$ cat src/rtl/pipe_issue_unit_if.sv
// Host-side push bus and pipeline-side issue bus of the instruction issue unit.
interface pipe_issue_unit_if;
  logic        wr_en;
  logic [23:0] wr_instr;
  logic        hold;
  logic        full;
  logic        empty;
  logic        overflow;
  logic        issue_valid;
  logic [3:0]  rs1;
  logic [3:0]  rs2;
  logic [3:0]  rd;
  logic [3:0]  func;
  logic [7:0]  addr;
  logic [15:0] issued_count;
  logic [15:0] stall_cycles;

  modport master (
    output wr_en, wr_instr, hold,
    input  full, empty, overflow, issue_valid, rs1, rs2, rd, func, addr,
           issued_count, stall_cycles
  );

  modport slave (
    input  wr_en, wr_instr, hold,
    output full, empty, overflow, issue_valid, rs1, rs2, rd, func, addr,
           issued_count, stall_cycles
  );
endinterface

$ cat src/rtl/pipe_issue_unit.sv
// Instruction issue front-end: FIFO of packed instructions, RAW scoreboard that
// inserts bubbles until a producer's writeback is visible, issue/stall counters.
module pipe_issue_unit #(
  parameter int DEPTH  = 8,
  parameter int WB_LAT = 2
) (
  input  logic              clk,
  input  logic              rst,
  pipe_issue_unit_if.slave  bus
);

  localparam int AW = $clog2(DEPTH);
  localparam int CW = AW + 1;

  logic [23:0]   r_mem [DEPTH];
  logic [AW-1:0] r_wptr;
  logic [AW-1:0] r_rptr;
  logic [CW-1:0] r_count;
  logic [CW-1:0] w_count_nxt;
  logic          r_full;
  logic          r_empty;
  logic          r_overflow;

  logic          r_issue_valid;
  logic [3:0]    r_rs1;
  logic [3:0]    r_rs2;
  logic [3:0]    r_rd;
  logic [3:0]    r_func;
  logic [7:0]    r_addr;
  logic [15:0]   r_issued_count;
  logic [15:0]   r_stall_cycles;

  logic [WB_LAT-1:0] r_sb_v;
  logic [3:0]        r_sb_rd [WB_LAT];

  logic [23:0]   w_head;
  logic          w_push;
  logic          w_raw;
  logic          w_hazard;
  logic          w_pop;
  logic          w_stall;

  assign w_head   = r_mem[r_rptr];
  assign w_push   = bus.wr_en & ~r_full;
  assign w_hazard = ~r_empty & w_raw;
  assign w_pop    = ~bus.hold & ~r_empty & ~w_hazard;
  assign w_stall  = ~bus.hold & w_hazard;

  // RAW check of the current head sources against every in-flight destination
  always_comb begin
    w_raw = 1'b0;
    for (int i = 0; i < WB_LAT; i++) begin
      if (r_sb_v[i] && ((r_sb_rd[i] == w_head[15:12]) || (r_sb_rd[i] == w_head[11:8]))) begin
        w_raw = 1'b1;
      end else begin
        w_raw = w_raw;
      end
    end
  end

  // Next FIFO occupancy from the push/pop pair
  always_comb begin
    w_count_nxt = r_count;
    case ({w_push, w_pop})
      2'b10:   w_count_nxt = r_count + CW'(1);
      2'b01:   w_count_nxt = r_count - CW'(1);
      default: w_count_nxt = r_count;
    endcase
  end

  // Storage array; left unreset since only entries below r_count are ever read
  always_ff @(posedge clk) begin
    if (w_push) begin
      r_mem[r_wptr] <= bus.wr_instr;
    end
  end

  // FIFO pointers, occupancy flags and sticky overflow
  always_ff @(posedge clk or posedge rst) begin
    if (rst) begin
      r_wptr     <= '0;
      r_rptr     <= '0;
      r_count    <= '0;
      r_full     <= 1'b0;
      r_empty    <= 1'b1;
      r_overflow <= 1'b0;
    end else begin
      if (w_push) r_wptr <= r_wptr + AW'(1);
      if (w_pop)  r_rptr <= r_rptr + AW'(1);
      r_count <= w_count_nxt;
      r_full  <= (w_count_nxt == CW'(DEPTH));
      r_empty <= (w_count_nxt == CW'(0));
      // A push against a full FIFO is lost even if a pop frees a slot this edge
      if (bus.wr_en && r_full) r_overflow <= 1'b1;
    end
  end

  // Scoreboard shift register: one slot per cycle until writeback is visible
  always_ff @(posedge clk or posedge rst) begin
    if (rst) begin
      r_sb_v <= '0;
      for (int i = 0; i < WB_LAT; i++) r_sb_rd[i] <= 4'd0;
    end else if (!bus.hold) begin
      r_sb_v[0]  <= w_pop;
      r_sb_rd[0] <= w_head[19:16];
      for (int i = 1; i < WB_LAT; i++) begin
        r_sb_v[i]  <= r_sb_v[i-1];
        r_sb_rd[i] <= r_sb_rd[i-1];
      end
    end
  end

  // Issue register and statistics; fields hold their value across bubbles
  always_ff @(posedge clk or posedge rst) begin
    if (rst) begin
      r_issue_valid  <= 1'b0;
      r_rs1          <= 4'd0;
      r_rs2          <= 4'd0;
      r_rd           <= 4'd0;
      r_func         <= 4'd0;
      r_addr         <= 8'd0;
      r_issued_count <= 16'd0;
      r_stall_cycles <= 16'd0;
    end else begin
      r_issue_valid <= w_pop;
      if (w_pop) begin
        r_func         <= w_head[23:20];
        r_rd           <= w_head[19:16];
        r_rs1          <= w_head[15:12];
        r_rs2          <= w_head[11:8];
        r_addr         <= w_head[7:0];
        r_issued_count <= r_issued_count + 16'd1;
      end
      if (w_stall && (r_stall_cycles != 16'hFFFF)) begin
        r_stall_cycles <= r_stall_cycles + 16'd1;
      end
    end
  end

  assign bus.full         = r_full;
  assign bus.empty        = r_empty;
  assign bus.overflow     = r_overflow;
  assign bus.issue_valid  = r_issue_valid;
  assign bus.rs1          = r_rs1;
  assign bus.rs2          = r_rs2;
  assign bus.rd           = r_rd;
  assign bus.func         = r_func;
  assign bus.addr         = r_addr;
  assign bus.issued_count = r_issued_count;
  assign bus.stall_cycles = r_stall_cycles;

endmodule

$ cat src/flat_wrapper.sv
// flat-port wrapper written by rule: the top's interface ports become plain ports
module pipe_issue_unit_flat 
#(
  parameter int DEPTH  = 8,
  parameter int WB_LAT = 2
)
  (clk, rst, bus_wr_en, bus_wr_instr, bus_hold, bus_full, bus_empty, bus_overflow, bus_issue_valid, bus_rs1, bus_rs2, bus_rd, bus_func, bus_addr, bus_issued_count, bus_stall_cycles);
  pipe_issue_unit_if bus_i ();
  input  logic clk;
  input  logic rst;
  input wire logic [$bits(bus_i.wr_en)-1:0] bus_wr_en;
  input wire logic [$bits(bus_i.wr_instr)-1:0] bus_wr_instr;
  input wire logic [$bits(bus_i.hold)-1:0] bus_hold;
  output wire logic [$bits(bus_i.full)-1:0] bus_full;
  output wire logic [$bits(bus_i.empty)-1:0] bus_empty;
  output wire logic [$bits(bus_i.overflow)-1:0] bus_overflow;
  output wire logic [$bits(bus_i.issue_valid)-1:0] bus_issue_valid;
  output wire logic [$bits(bus_i.rs1)-1:0] bus_rs1;
  output wire logic [$bits(bus_i.rs2)-1:0] bus_rs2;
  output wire logic [$bits(bus_i.rd)-1:0] bus_rd;
  output wire logic [$bits(bus_i.func)-1:0] bus_func;
  output wire logic [$bits(bus_i.addr)-1:0] bus_addr;
  output wire logic [$bits(bus_i.issued_count)-1:0] bus_issued_count;
  output wire logic [$bits(bus_i.stall_cycles)-1:0] bus_stall_cycles;
  assign bus_i.wr_en = bus_wr_en;
  assign bus_i.wr_instr = bus_wr_instr;
  assign bus_i.hold = bus_hold;
  assign bus_full = bus_i.full;
  assign bus_empty = bus_i.empty;
  assign bus_overflow = bus_i.overflow;
  assign bus_issue_valid = bus_i.issue_valid;
  assign bus_rs1 = bus_i.rs1;
  assign bus_rs2 = bus_i.rs2;
  assign bus_rd = bus_i.rd;
  assign bus_func = bus_i.func;
  assign bus_addr = bus_i.addr;
  assign bus_issued_count = bus_i.issued_count;
  assign bus_stall_cycles = bus_i.stall_cycles;
  pipe_issue_unit #(.DEPTH(DEPTH), .WB_LAT(WB_LAT)) u_core (.clk(clk), .rst(rst), .bus(bus_i));
endmodule
$ cat config.mk
export PLATFORM = sky130hd
export DESIGN_NAME = pipe_issue_unit_flat
export DESIGN_NICKNAME = d
export VERILOG_FILES = /design/src/rtl/pipe_issue_unit_if.sv /design/src/rtl/pipe_issue_unit.sv /design/src/flat_wrapper.sv
export SDC_FILE = /design/constraint.sdc
export NUM_CORES = 1
export LEC_CHECK = 0
export CAP_MARGIN = 20
export CORE_UTILIZATION = 50
export DETAILED_ROUTE_END_ITERATION = 8
export HOLD_SLACK_MARGIN = 0.02
export PLACE_DENSITY_LB_ADDON = 0.15
export SKIP_CTS_REPAIR_TIMING = 1
export SYNTH_ARGS = -nofsm -noshare
export SYNTH_HDL_FRONTEND = slang
export SYNTH_SLANG_ARGS = --single-unit
$ cat constraint.sdc
create_clock -name clk -period 3.7 [get_ports clk]
set_input_delay 0.555 -clock clk [delete_from_list [all_inputs] [get_ports clk]]
set_output_delay 0.555 -clock clk [all_outputs]
set_load 0.01 [all_outputs]
* After elaboration in Yosys (flattened, before gate mapping)
Memory sizes are Yosys's and may differ from the RTL's.
Index checks and enable logic that the tools add are counted.
** Word-level totals
- Register bits after elaboration :: 80
- Bits in writable memories :: 192
- Input bits :: 28
- Output and inout bits :: 60
- Logic and storage cells :: 53
- Memories kept :: 1
** Operators by class
- $add $sub $neg :: 6
- Equal/unequal tests :: 8
- Multiplexer cells :: 5
- Bitwise gates (word level) :: 9
- Reduce and logical (&&, ||, !) cells :: 7
** Memory list
- u_core.r_mem :: words 8, width 24, read ports 1, clocked after Yosys merged registers in 0, wr ports 1, RTL line pipe_issue_unit.sv:15 : logic [23:0] r_mem [DEPTH];
** Operators by type and width (number)
- $add 16x1->16 const B :: 2
- $eq 4x4->1 :: 4
- $ne 16x16->1 const B :: 1
- $pmux 4 s2 :: 1
- $add 3x1->3 const B :: 2
- $and 1x1->1 :: 5
- $add 4x1->4 const B :: 1
- $eq 4x4->1 const B :: 1
- $logic_and 1x1->1 :: 4
- $logic_not 4->1 :: 1
- $mux 1 :: 4
- $not 1->1 :: 4
- $sub 4x1->4 const B :: 1
- $eq 2x1->1 const B :: 1
- $eq 2x2->1 const B :: 1
- $logic_or 1x1->1 :: 2

* Longest topological paths before layout
An unclocked memory read counts as a cell.
- Word-level depth :: 12
- Mapped depth :: 18

* Least setup slack after synthesis
Ideal clock, no wire load.
- Path kind :: reg-to-reg
- From :: register u_core.r_rptr[0]
- To :: register u_core.r_full, in the netlist u_core.bus.full
- Library setup time :: 0.073 ns
- Data arrival time :: 3.604 ns
- Data required time :: 3.627 ns
- Path slack :: 0.023 ns
- Cell stages (with the launch flop) :: 18
- Period minus slack after synthesis :: 3.677 ns
- Cells stage by stage :: dfrtp_1 buf_6 buf_6 mux4_2 mux2i_4 xor2_1 nand3_1 o22ai_2 a221o_1 inv_2 buf_4 ha_1 inv_1 fa_1 xor2_1 o21ai_0 or3_1 nor2b_1
** Between the ends
- Cells in the longest elaborated chain, start to end :: 12
- Elaborated cells between the ends (all ways) :: 18
- Classes of those cells :: 7 x eq/ne; 3 x mux; 3 x bitwise; 4 x reduce/logical; 1 x memory
** Ends and longest elaborated chain
- from (decl) :: RTL line pipe_issue_unit.sv:17 : logic [AW-1:0] r_rptr;
- from (signal assigned) :: RTL line pipe_issue_unit.sv:89 : if (w_pop) r_rptr <= r_rptr + AW'(1);
- $mem_v2 8x24 (*)
- $eq 4x4->1 :: RTL line pipe_issue_unit.sv:53 : if (r_sb_v[i] && ((r_sb_rd[i] == w_head[15:12]) || (r_sb_rd[i] == w_head[11:8]))) begin
- $logic_or 1x1->1 :: RTL line pipe_issue_unit.sv:53
- $logic_and 1x1->1 :: RTL line pipe_issue_unit.sv:53
- $mux 1 :: RTL line pipe_issue_unit.sv:53
- $mux 1 (*) :: RTL line pipe_issue_unit.sv:53
- $and 1x1->1 (*) :: RTL line pipe_issue_unit.sv:45 : assign w_hazard = ~r_empty & w_raw;
- $not 1->1 (*) :: RTL line pipe_issue_unit.sv:46 : assign w_pop = ~bus.hold & ~r_empty & ~w_hazard;
- $and 1x1->1 (*) :: RTL line pipe_issue_unit.sv:46
- named net u_core.w_pop :: RTL line pipe_issue_unit.sv:40 : logic w_pop;
- $eq 2x1->1 or $eq 2x2->1 (tied branches) :: RTL line pipe_issue_unit.sv:64 : case ({w_push, w_pop})
- $pmux 4 s2 (*) :: RTL line pipe_issue_unit.sv:64
- named net u_core.w_count_nxt[2] :: RTL line pipe_issue_unit.sv:19 : logic [CW-1:0] w_count_nxt;
- $eq 4x4->1 (*) :: RTL line pipe_issue_unit.sv:91 : r_full <= (w_count_nxt == CW'(DEPTH));
- to (signal assigned) :: RTL line pipe_issue_unit.sv:91
- to (decl) :: RTL line pipe_issue_unit.sv:20 : logic r_full;
The timed path passes the listed nets; every way through them passes the cells marked *.
A chain may end at the register's enable or synchronous reset.

* Worst setup path after layout
- From :: register u_core.r_rptr[0]
- To :: register u_core.r_empty, in the netlist u_core.bus.empty
** Between the ends
- Cells in the longest elaborated chain, start to end :: 12
- Elaborated cells between the ends (all ways) :: 18
- Classes of those cells :: 6 x eq/ne; 3 x mux; 3 x bitwise; 5 x reduce/logical; 1 x memory
** Ends and longest elaborated chain
- $mem_v2 8x24 (*)
- $eq 4x4->1 :: RTL line pipe_issue_unit.sv:53
- $logic_or 1x1->1 :: RTL line pipe_issue_unit.sv:53
- $logic_and 1x1->1 :: RTL line pipe_issue_unit.sv:53
- $mux 1 :: RTL line pipe_issue_unit.sv:53
- $mux 1 (*) :: RTL line pipe_issue_unit.sv:53
- $and 1x1->1 (*) :: RTL line pipe_issue_unit.sv:45
- $not 1->1 (*) :: RTL line pipe_issue_unit.sv:46
- $and 1x1->1 (*) :: RTL line pipe_issue_unit.sv:46
- $eq 2x1->1 or $eq 2x2->1 (tied branches) :: RTL line pipe_issue_unit.sv:64
- $pmux 4 s2 (*) :: RTL line pipe_issue_unit.sv:64
- named net u_core.w_count_nxt[2] :: RTL line pipe_issue_unit.sv:19
- $logic_not 4->1 (*) :: RTL line pipe_issue_unit.sv:92 : r_empty <= (w_count_nxt == CW'(0));
- to (signal assigned) :: RTL line pipe_issue_unit.sv:92
- to (decl) :: RTL line pipe_issue_unit.sv:21 : logic r_empty;
Marked as above.

==> reports/qor.yml <==
gp_congestion: 0.8702
grt_use_total_pct: 20.65
core_mm2: 0.02122
r2r_setup_slack_ns: 0.17
ys_seq_area_share_pct: 70.99
synth_ff_type: "edfxtp_1"
status: "finished, final reports clean"
crit_path_start_kind: "flip-flop"
critPathMaxFanout: 8
clockRootBuffer: "clkbuf_16"
min_period_ns: 3.534
grt_pass1_wl_um: 34630
power_w: 0.01137
yosysWarnings: 0
num_rows: 53
endpoint_kind: "flip-flop"
cts_tree: "built"
antenna_found_initial: 0
ys_ff_latch: 272
synth_nets: 666
grt.busiest_layer: "met2"
max_slew_margin_pct: 39.27
instances_no_fill: 1053
cts_buffers: 28
min_path_type: "primary input to asynchronous set/reset pin"
antenna_left: 0
post-route-drc-count: 0
worstPathArrival_ns: 3.99
ir_worst_vdd_uv: 544.1
cts.sinks: 272
die_w_um: 149.9
fin_crit_sh_pct: 95.51
pin_count: 88
synth_area_per_cell_um2: 17.37
synthToLayoutAreaGrowth_pct: 23.36
synthCells: 630
crit_type: "flip-flop to flip-flop"
grt_pass1_vias: 6107
r2r_start: "u_core.r_rptr[0]$_DFFE_PP0P_"
clk_path_buf_depth: 3
dp_hpwl_um: 14240
drt_iter0_drc: 471
layout_commonest_cell: "edfxtp_1"
via_per_inst: 5.657
fmax_mhz: 283.0
dp.cells: 999
grt_use_met1_pct: 27.46
diodes: 0
p_leak_nw: 4.856
finalSetupViolCount: 0
crit_required_ns: 4.16
insertion_delay_ns: 0.53
tightest_slew_ns: 0.9109
detail_route.wl_per_cell_um: 21.34
grt_overflow: 0
clock_skew_ns: 0.007246
io_buffer_count: 87
timing.setup.tns_ns: 0
grtUsageMet2_pct: 35.65
grt_use_met3_pct: 3.201
die_h_um: 149.9
grt_max_degree: 51
vias: 5957
drive_above_1_share_pct: 24.94
p_per_area_mw_per_mm2: 842.2
syn_area_mm2: 0.01094
worst_r2r_path_depth: 15
slew_viol_final: 0
htreeDepth: 1
die_area_mm2: 0.02248
synth_edf_count: 192
wl_um: 22470
drt_first_pass_iters: 4
initial_core_util_pct: 51.57
ys_types: 45
layout.nets: 792
finalHoldViolations: 0
reg2reg_to: "u_core.bus.empty$_DFF_PP1_"
clk_pin_slew_ns: 0.06
async_flop_share_pct: 29.41
max_cap_violations: 0
final_cell_mix: "192 x edfxtp_1, 87 x clkdlybuf4s50_1, 77 x dfrtp_1"
[routing by layer]
| metal | routed length (µm) | vias up |
|---|---|---|
| met2 | 11210 | 149 |
| li1 | - | 2686 |
| met3 | 1018 | 36 |
| met5 | 0 | - |
| met1 | 9812 | 3086 |
| met4 | 429 | 0 |
[cells by family (layout without fill, tap and decap cells)]
| family | count (synthesis) | in the layout | share of synthesized area [%] |
|---|---|---|---|
| buffers and inverters | 34 | 182 | 1.658 |
| AND/OR/NAND/NOR | 129 | 129 | 6.403 |
| flip-flops | 272 | 272 | 70.99 |
| multiplexers | 94 | 94 | 13.74 |
| adder cells (fa/ha/maj) | 8 | 8 | 0.9833 |
| AO/OA/AOI/OAI | 50 | 50 | 2.778 |
| XOR/XNOR | 43 | 43 | 3.442 |
[critical path: stages, from the launching register on]
cell     delay (ns)
dfrtp_4        0.51
buf_6          0.15
mux4_2         0.52
mux2i_4        0.20
xor2_1         0.10
nand2_1        0.11
o22ai_2        0.11
a221o_2        0.36
inv_2          0.08
ha_4           0.16
inv_1          0.08
fa_2           0.37
xor2_2         0.15
o21ai_2        0.08
or3_4          0.39
nor2_1         0.11
[report_power, final]
group	switching, W	total [W]	internal [W]
clock	0.00112	0.00308	0.00196
sequential	0.000418	0.00436	0.00394
combinational	0.00205	0.00393	0.00188
total	0.00359	0.0114	0.00778
[cells in the mapped netlist, types with 2 or more instances]
cell type	number	area (µm²)
o21ai_0	26	130.1
and2_1	2	12.51
dfrtp_1	79	1977
edfxtp_1	192	5766
o22ai_1	11	68.82
mux4_2	38	855.8
nor4_2	2	25.02
ha_1	7	87.58
mux2_2	30	337.8
buf_6	5	56.30
nand3_1	17	85.08
nor3_1	8	40.04
nor2b_1	2	12.51
buf_1	3	11.26
nor3b_1	5	37.54
or2_2	2	12.51
mux2_1	10	112.6
buf_4	2	15.01
a21o_1	2	15.01
clkbuf_1	7	26.28
nand2b_1	3	18.77
xor2_1	22	192.7
nor4_4	2	42.54
or3_1	11	68.82
nand2_1	44	165.2
and3_1	2	12.51
xnor2_1	21	183.9
nor4b_1	2	17.52
mux2i_1	13	130.1
nand4_1	11	68.82
buf_2	7	35.03
nor2_1	12	45.04
nor3_2	3	30.03
inv_1	9	33.78
mux2i_4	3	67.56
o31ai_1	6	45.04
[cell type report]
type	instances	area (µm²)
clock buffers	37	815.8
clock inverters	15	226.5
fillers	1474	7721
inverters	10	38.79
multi-input cells	324	3161
flip-flops and latches	272	7774
well taps	275	344.1
repair buffers	120	1140
[sequential cells by signal, summed over array words and instances (netlist names)]
register	count
u_core.bus.rd	4
u_core.bus.stall_cycles	16
u_core.bus.overflow	1
u_core.r_sb_rd	8
u_core.bus.empty	1
u_core.bus.full	1
u_core.r_wptr	3
u_core.bus.addr	8
u_core.bus.func	4
u_core.r_mem	192
u_core.bus.rs2	4
u_core.bus.issue_valid	1
u_core.bus.issued_count	16
u_core.r_sb_v	2
u_core.bus.rs1	4
u_core.r_rptr	3
u_core.r_count	4
[how the worst max path moves through the flow]
stage / startpoint / endpoint / slack, ns / cells past startpoint
2_1_floorplan: u_core.r_rptr[0]$_DFFE_PP0P_ / u_core.bus.full$_DFF_PP0_ / 0.02 / 17
3_3_place_gp: u_core.r_rptr[0]$_DFFE_PP0P_ / u_core.bus.full$_DFF_PP0_ / 0.11 / 15
3_5_place_dp: u_core.r_rptr[0]$_DFFE_PP0P_ / u_core.bus.full$_DFF_PP0_ / -0.09 / 15
4_1_cts: u_core.r_rptr[0]$_DFFE_PP0P_ / u_core.bus.empty$_DFF_PP1_ / -0.13 / 15
5_1_grt: u_core.r_rptr[0]$_DFFE_PP0P_ / u_core.bus.full$_DFF_PP0_ / -0.02 / 16
6_report: u_core.r_rptr[0]$_DFFE_PP0P_ / u_core.bus.empty$_DFF_PP1_ / 0.17 / 15
[per-stage QoR]
stage / hold slack [ns] / area [µm²] / util [%] / worst slack [ns]
4_1_cts: 0.4340 / 13340 / 62.87 / -0.1313
3_5_place_dp: 0.4639 / 12300 / 57.96 / -0.09147
5_1_grt: 0.4706 / 13500 / 63.61 / -0.01656
3_3_place_gp: 0.4447 / 12290 / 57.94 / 0.1097
6_report: 0.4325 / 13500 / 63.61 / 0.1662
2_1_floorplan: 0.4462 / 10940 / - / 0.02321
Power figures use the tool's default switching activity.
